## src/rtl/multicycle_control_fsm.sv

```systemverilog
// -----------------------------------------------------------------------------
// multicycle_control_fsm
//
// Control unit for the 16-bit multicycle processor. Each instruction is
// stepped through FETCH / DECODE / EXEC / MEM / WB (plus BRANCH, JUMP and a
// MULTI state that walks an 8-bit register mask for LM/SM). The datapath
// strobes are combinational from the current state, the opcode latched in
// DECODE, the IR fields and the memory/ALU status inputs.
//
// Ports
//   clk, reset           : rising-edge clock, synchronous active-high reset
//   instr[15:0]          : IR contents (op [15:12], RA [11:9], RB [8:6],
//                          RC [5:3], mask [7:0])
//   mem_ack              : memory completes the current access this cycle
//   alu_zero, alu_neg    : ALU result status
//   mem_req/mem_we       : memory request / write qualifier
//   addr_sel             : address source, 0 = PC, 1 = T3
//   ir_load, pc_load     : IR / PC load strobes
//   pc_sel[1:0]          : 00 PC+1, 01 PC+sext(imm), 10 RB value
//   t_load               : T1<-R[RA], T2<-R[RB]
//   alu_op[1:0]          : 00 add, 01 nand, 10 sub, 11 pass-B
//   alu_src_b            : 0 = T2, 1 = sext(imm)
//   t3_load, t3_inc      : T3<-ALU, T3<-T3+1
//   rf_we, rf_waddr[2:0] : register-file write port
//   rf_wsel[1:0]         : write data, 00 T3, 01 mem, 10 PC, 11 imm
//   flags_load           : load carry/zero flags
//   illegal              : sticky illegal-opcode indicator (HALT)
//   state[3:0]           : current state, debug only
// -----------------------------------------------------------------------------
module multicycle_control_fsm #(
    parameter int MEM_TIMEOUT = 0
) (
    input  logic        clk,
    input  logic        reset,
    input  logic [15:0] instr,
    input  logic        mem_ack,
    input  logic        alu_zero,
    input  logic        alu_neg,
    output logic        mem_req,
    output logic        mem_we,
    output logic        addr_sel,
    output logic        ir_load,
    output logic        pc_load,
    output logic [1:0]  pc_sel,
    output logic        t_load,
    output logic [1:0]  alu_op,
    output logic        alu_src_b,
    output logic        t3_load,
    output logic        t3_inc,
    output logic        rf_we,
    output logic [2:0]  rf_waddr,
    output logic [1:0]  rf_wsel,
    output logic        flags_load,
    output logic        illegal,
    output logic [3:0]  state
);

    // The block never times out on memory; any other value is a build error.
    if (MEM_TIMEOUT != 0) begin : g_mem_timeout_check
        $error("MEM_TIMEOUT is reserved and must be 0");
    end

    typedef enum logic [3:0] {
        S_FETCH  = 4'd0,
        S_DECODE = 4'd1,
        S_EXEC   = 4'd2,
        S_MEM_RD = 4'd3,
        S_MEM_WR = 4'd4,
        S_WB     = 4'd5,
        S_MULTI  = 4'd6,
        S_BRANCH = 4'd7,
        S_JUMP   = 4'd8,
        S_HALT   = 4'd9
    } state_t;

    // Opcodes
    localparam logic [3:0] OP_ADI  = 4'h0;
    localparam logic [3:0] OP_ADD  = 4'h1;
    localparam logic [3:0] OP_NAND = 4'h2;
    localparam logic [3:0] OP_LLI  = 4'h3;
    localparam logic [3:0] OP_LW   = 4'h4;
    localparam logic [3:0] OP_SW   = 4'h5;
    localparam logic [3:0] OP_LM   = 4'h6;
    localparam logic [3:0] OP_SM   = 4'h7;
    localparam logic [3:0] OP_BEQ  = 4'h8;
    localparam logic [3:0] OP_BLT  = 4'h9;
    localparam logic [3:0] OP_BLE  = 4'hA;
    localparam logic [3:0] OP_JAL  = 4'hC;
    localparam logic [3:0] OP_JLR  = 4'hD;
    localparam logic [3:0] OP_JRI  = 4'hF;

    // Datapath select codes
    localparam logic [1:0] ALU_ADD  = 2'b00;
    localparam logic [1:0] ALU_NAND = 2'b01;
    localparam logic [1:0] ALU_SUB  = 2'b10;
    localparam logic [1:0] ALU_PASS = 2'b11;

    localparam logic [1:0] PC_INC = 2'b00;
    localparam logic [1:0] PC_REL = 2'b01;
    localparam logic [1:0] PC_REG = 2'b10;

    localparam logic [1:0] WSEL_T3  = 2'b00;
    localparam logic [1:0] WSEL_MEM = 2'b01;
    localparam logic [1:0] WSEL_PC  = 2'b10;
    localparam logic [1:0] WSEL_IMM = 2'b11;

    state_t      cur;
    state_t      nxt;
    logic [3:0]  opc_q;    // opcode class latched in DECODE
    logic [7:0]  mask_q;   // LM/SM register mask latched in DECODE
    logic [2:0]  idx_q;    // LM/SM mask bit position
    logic        idx_adv;  // step idx_q this cycle
    logic        taken;    // branch condition

    logic [3:0]  op_now;
    logic [2:0]  ra;
    logic [2:0]  rb;
    logic [2:0]  rc;
    logic        mask_bit;

    assign op_now   = instr[15:12];
    assign ra       = instr[11:9];
    assign rb       = instr[8:6];
    assign rc       = instr[5:3];
    assign mask_bit = mask_q[idx_q];
    assign state    = cur;

    always_comb begin
        taken = 1'b0;
        case (opc_q)
            OP_BEQ:  taken = alu_zero;
            OP_BLT:  taken = alu_neg;
            OP_BLE:  taken = alu_zero | alu_neg;
            default: taken = 1'b0;
        endcase
    end

    // Next state and datapath strobes
    always_comb begin
        nxt        = cur;
        idx_adv    = 1'b0;
        mem_req    = 1'b0;
        mem_we     = 1'b0;
        addr_sel   = 1'b0;
        ir_load    = 1'b0;
        pc_load    = 1'b0;
        pc_sel     = PC_INC;
        t_load     = 1'b0;
        alu_op     = ALU_ADD;
        alu_src_b  = 1'b0;
        t3_load    = 1'b0;
        t3_inc     = 1'b0;
        rf_we      = 1'b0;
        rf_waddr   = 3'd0;
        rf_wsel    = WSEL_T3;
        flags_load = 1'b0;
        illegal    = 1'b0;

        case (cur)
            S_FETCH: begin
                mem_req = 1'b1;
                if (mem_ack) begin
                    ir_load = 1'b1;
                    pc_load = 1'b1;
                    pc_sel  = PC_INC;
                    nxt     = S_DECODE;
                end
            end

            S_DECODE: begin
                t_load = 1'b1;
                case (op_now)
                    OP_ADI, OP_ADD, OP_NAND, OP_LW, OP_SW,
                    OP_BEQ, OP_BLT, OP_BLE:
                        nxt = S_EXEC;
                    OP_LLI:
                        nxt = S_WB;
                    OP_LM, OP_SM: begin
                        // Seed T3 with the base address (RB) so MULTI can
                        // start issuing accesses immediately.
                        alu_op    = ALU_PASS;
                        alu_src_b = 1'b0;
                        t3_load   = 1'b1;
                        nxt       = S_MULTI;
                    end
                    OP_JAL, OP_JLR, OP_JRI:
                        nxt = S_JUMP;
                    default:
                        nxt = S_HALT;
                endcase
            end

            S_EXEC: begin
                case (opc_q)
                    OP_ADD, OP_NAND: begin
                        alu_op     = (opc_q == OP_NAND) ? ALU_NAND : ALU_ADD;
                        alu_src_b  = 1'b0;
                        t3_load    = 1'b1;
                        flags_load = 1'b1;
                        nxt        = S_WB;
                    end
                    OP_ADI: begin
                        alu_op     = ALU_ADD;
                        alu_src_b  = 1'b1;
                        t3_load    = 1'b1;
                        flags_load = 1'b1;
                        nxt        = S_WB;
                    end
                    OP_LW, OP_SW: begin
                        // Effective address; flags are not touched.
                        alu_op    = ALU_ADD;
                        alu_src_b = 1'b1;
                        t3_load   = 1'b1;
                        nxt       = (opc_q == OP_LW) ? S_MEM_RD : S_MEM_WR;
                    end
                    OP_BEQ, OP_BLT, OP_BLE: begin
                        // Compare only; status is consumed next cycle.
                        alu_op    = ALU_SUB;
                        alu_src_b = 1'b0;
                        nxt       = S_BRANCH;
                    end
                    default:
                        nxt = S_FETCH;
                endcase
            end

            S_MEM_RD: begin
                mem_req  = 1'b1;
                addr_sel = 1'b1;
                if (mem_ack) begin
                    rf_we    = 1'b1;
                    rf_wsel  = WSEL_MEM;
                    rf_waddr = ra;
                    nxt      = S_FETCH;
                end
            end

            S_MEM_WR: begin
                mem_req  = 1'b1;
                mem_we   = 1'b1;
                addr_sel = 1'b1;
                if (mem_ack)
                    nxt = S_FETCH;
            end

            S_WB: begin
                nxt = S_FETCH;
                case (opc_q)
                    OP_ADD, OP_NAND: begin
                        rf_we    = 1'b1;
                        rf_waddr = rc;
                        rf_wsel  = WSEL_T3;
                    end
                    OP_ADI: begin
                        rf_we    = 1'b1;
                        rf_waddr = rb;
                        rf_wsel  = WSEL_T3;
                    end
                    OP_LLI: begin
                        rf_we    = 1'b1;
                        rf_waddr = ra;
                        rf_wsel  = WSEL_IMM;
                    end
                    default: rf_we = 1'b0;
                endcase
            end

            S_BRANCH: begin
                if (taken) begin
                    pc_load = 1'b1;
                    pc_sel  = PC_REL;
                end
                nxt = S_FETCH;
            end

            S_JUMP: begin
                // Link uses the PC already incremented in FETCH.
                rf_we    = 1'b1;
                rf_wsel  = WSEL_PC;
                rf_waddr = ra;
                pc_load  = 1'b1;
                pc_sel   = (opc_q == OP_JLR) ? PC_REG : PC_REL;
                nxt      = S_FETCH;
            end

            S_MULTI: begin
                // One mask bit per cycle (plus wait cycles); always 8 slots.
                if (!mask_bit) begin
                    idx_adv = 1'b1;
                    if (idx_q == 3'd7)
                        nxt = S_FETCH;
                end else begin
                    mem_req  = 1'b1;
                    addr_sel = 1'b1;
                    mem_we   = (opc_q == OP_SM);
                    if (mem_ack) begin
                        t3_inc  = 1'b1;
                        idx_adv = 1'b1;
                        if (opc_q == OP_LM) begin
                            rf_we    = 1'b1;
                            rf_wsel  = WSEL_MEM;
                            rf_waddr = idx_q;
                        end
                        if (idx_q == 3'd7)
                            nxt = S_FETCH;
                    end
                end
            end

            S_HALT: begin
                illegal = 1'b1;
            end

            default: nxt = S_FETCH;
        endcase

        // Reset silences every strobe so a pending access is dropped cleanly.
        if (reset) begin
            idx_adv    = 1'b0;
            mem_req    = 1'b0;
            mem_we     = 1'b0;
            addr_sel   = 1'b0;
            ir_load    = 1'b0;
            pc_load    = 1'b0;
            pc_sel     = PC_INC;
            t_load     = 1'b0;
            alu_op     = ALU_ADD;
            alu_src_b  = 1'b0;
            t3_load    = 1'b0;
            t3_inc     = 1'b0;
            rf_we      = 1'b0;
            rf_waddr   = 3'd0;
            rf_wsel    = WSEL_T3;
            flags_load = 1'b0;
            illegal    = 1'b0;
        end
    end

    always_ff @(posedge clk) begin
        if (reset) begin
            cur    <= S_FETCH;
            opc_q  <= 4'd0;
            mask_q <= 8'd0;
            idx_q  <= 3'd0;
        end else begin
            cur <= nxt;
            if (cur == S_DECODE) begin
                opc_q  <= op_now;
                mask_q <= instr[7:0];
                idx_q  <= 3'd0;
            end else if (idx_adv) begin
                idx_q  <= idx_q + 3'd1;   // 7 wraps to 0 as MULTI exits
            end
        end
    end

endmodule

```

## config.mk

```make
export PLATFORM = sky130hd
export DESIGN_NAME = multicycle_control_fsm
export DESIGN_NICKNAME = d
export VERILOG_FILES = /design/src/rtl/multicycle_control_fsm.sv
export SDC_FILE = /design/constraint.sdc
export NUM_CORES = 1
export LEC_CHECK = 0
export BUFFER_PORTS_ARGS = -buffer_cell sky130_fd_sc_hd__buf_4
export CAP_MARGIN = 30
export CORE_UTILIZATION = 35
export CTS_CLUSTER_DIAMETER = 60
export DETAILED_ROUTE_END_ITERATION = 10
export PLACE_DENSITY = 0.61
export SLEW_MARGIN = 20
export SYNTH_ARGS = -nofsm -noshare
export SYNTH_HDL_FRONTEND = slang
export SYNTH_SLANG_ARGS = --single-unit
export TNS_END_PERCENT = 50
```

## constraint.sdc

```tcl
create_clock -name clk -period 3.4 [get_ports clk]
set_input_delay 0.17 -clock clk [delete_from_list [all_inputs] [get_ports clk]]
set_output_delay 0.17 -clock clk [all_outputs]
set_load 0.005 [all_outputs]
```

==> impl_metrics.toml <==
[placement]
dp_hpwl_mm = 3.338
dpl_cell_area_um2 = 1962
gp_congestion = 0.8262
place_inst = 308
pre_cts_ws_ns = 1.124
portBuffers = 45

[clock_network]
path_clk_slew_ns = 0.08
cts_setup_buffers = 0
cts_hold_buf = 0
cts_tree = "yes"
clk_latency_ns = 0.26
h-tree-depth = 1
cts_buffers = 3
cts_resized = 0
ctsRootBufferMaster = "clkbuf_8"
cts_sinks = 19
clockBufferDepth = 2

[synthesis]
synth_edf_count = 0
yosysWarnings = 0
avgSynthCellArea_um2 = 7.156
synth_flop_cell = "dfxtp_1"
seq_area_frac_synth = 0.2331
synth_area_um2 = 1632
syn_inst = 228
synth_nets = 251
synthArstFlopShare = 0
synth_cell_type_count = 52
synth-seq-cells = 19

[grt]
grt_pass1_vias = 1493
grt_pass1_wl_mm = 7.596
grt_antenna_before_repair = 0
use_met2 = 0.2868
grt_max_degree = 30
grt.total_usage = 0.1917
use_met1 = 0.2867
gr-total-overflow = 0
busiest_layer = "met2"
met3_usage = 0.03896

[floorplan]
die_w_um = 70.28
io-pin-count = 46
die_area_um2 = 4939
coreArea_um2 = 4414
start_util = 0.3696
die_y_um = 70.28
fp-row-count = 24

[sta]
worst_pin_slew_ns = 0.7188
holdWs_ns = 0.1479
slew_headroom = 0.5195
post-route-period-util = 0.7493
maxClockFrequency_ghz = 0.3925
setup_tns_ns = 0
worst_slack_ns = 0.8524
slew_viol_final = 0
fin_skew_ns = 0.0008774
period_needed_ns = 2.548
hold_viol_final = 0
finalSetupViolCount = 0
rsz0062_at_grt = "false"

[routing]
vias = 1737
antenna_left = 0
via_per_inst = 5.567
totalWireLength_mm = 4.550
drt_iter0_markers = 203
wl_per_cell_um = 14.58
firstDrtPassIters = 4
drc = 0

[final_layout]
synthToLayoutAreaGrowth_pct = 23.24
fillCellCount = 470
n_antenna_cell = 0
final_common_cell = "buf_4"
fin_nets = 284
fin_cells = 312
layout-drive-gt1-share = 0.2462
finalInstanceArea_um2 = 2011
final_cell_mix = "46 x buf_4, 40 x nand2_1, 25 x a21oi_1, 21 x nor2_1, 19 x dfxtp_1"

[job]
maxCapViolations = 0

[power]
power_density_nw_per_um2 = 516.1
ir_drop_mv = 0.2861
leakage_nw = 0.7993

[setup_path]
r2r-end = "state[0]"
endpoint_kind = "output port"
crit_arrival_ns = 2.38
path_max_fanout = 23
worstPathRequired_ns = 3.23
worstReg2RegStart = "state[0]"
regToRegSetupSlack_ns = 1.30
criticalPathCategory = "flip-flop to output port"
worstRegToRegCells = 4
startpoint_type = "flip-flop"

[outcome]
status = "finished clean"

[hold_path]
holdPathStages = 3
worstHoldStart = "instr[2]"
hold_end = "mask_q[2]"
hold_path.class = "input pin to flip-flop"
==> worst max-delay path: stages (launching register included) <==
cell	delay (ns)
dfxtp_1	0.75
nor2b_1	0.29
nand2_1	0.34
nor3b_1	0.36
nand3b_1	0.15
o21ai_0	0.10
buf_4	0.13
==> worst max-delay path by stage <==
| stage | to | from |
|---|---|---|
| 2_1_floorplan | state[0] | idx_q[1] |
| 3_3_place_gp | alu_op[1] | state[0] |
| 3_5_place_dp | alu_op[1] | state[0] |
| 4_1_cts | alu_op[1] | state[0] |
| 5_1_grt | alu_op[1] | state[0] |
| 6_report | alu_op[0] | state[0] |
==> metal layers <==
layer	up-vias	wire (um)
met5	-	0
met4	0	19
met3	2	306
met2	57	2077
met1	804	2146
li1	874	-
==> sequential cells by signal, summed over array words and instances (netlist names) <==
signal	cells
idx_q	3
opc_q	4
state	4
mask_q	8
==> power breakdown <==
group	switching, W	total [W]	leakage (nW)	internal (W)
combinational	0.000270	0.000495	0.623	0.000225
clock	0.0000839	0.000167	0.0217	0.0000827
sequential	0.000108	0.000376	0.155	0.000268
==> stage by stage <==
step	utilization	power, W
2_1_floorplan	-	0.0007135
3_5_place_dp	0.4444	0.0008751
4_1_cts	0.4555	0.001046
3_3_place_gp	0.4444	0.0008738
6_report	0.4555	0.001038
5_1_grt	0.4555	0.001130
==> area by class of cell <==
type | instances | area, um2 | area share
multi-input cells | 188 | 1160 | 0.5768
flip-flops and latches | 19 | 380.4 | 0.1892
repair buffers | 46 | 345.3 | 0.1717
well taps | 52 | 65.06 | 0.03236
clock buffers | 3 | 41.29 | 0.02054
inverters | 3 | 11.26 | 0.005600
clock inverters | 1 | 7.507 | 0.003734
==> Yosys cell counts, drive strengths merged (3+ instances only) <==
cell / number / area (um2)
clkbuf: 10 / 37.54
nand2b: 5 / 31.28
mux2i: 7 / 70.07
nand2: 40 / 150.1
mux2: 3 / 37.53
inv: 3 / 11.26
a32oi: 3 / 26.28
and2: 3 / 18.77
nor3: 8 / 40.04
buf: 8 / 42.54
nor3b: 3 / 22.52
nor2b: 7 / 43.79
xor2: 3 / 26.28
nor2: 21 / 78.83
nand3b: 3 / 22.52
o21ai: 11 / 58.80
and3: 3 / 18.77
nand3: 6 / 30.03
a21oi: 26 / 133.9
dfxtp: 19 / 380.4
==> cells by family (layout without fill, tap and decap cells) <==
family                     after synthesis  count (layout)  share of synthesized area
buffers and inverters                   21              53                    0.05598
xor gates and xnor gates                 3               3                    0.01611
adders and majority gates                2               2                    0.01533
and+or+nand+nor                        112             112                     0.3535
muxes                                   10              10                    0.06595
DFF                                     19              19                     0.2331
AOI/OAI and AO/OA                       61              61                     0.2600
Power figures use the tool's default switching activity.
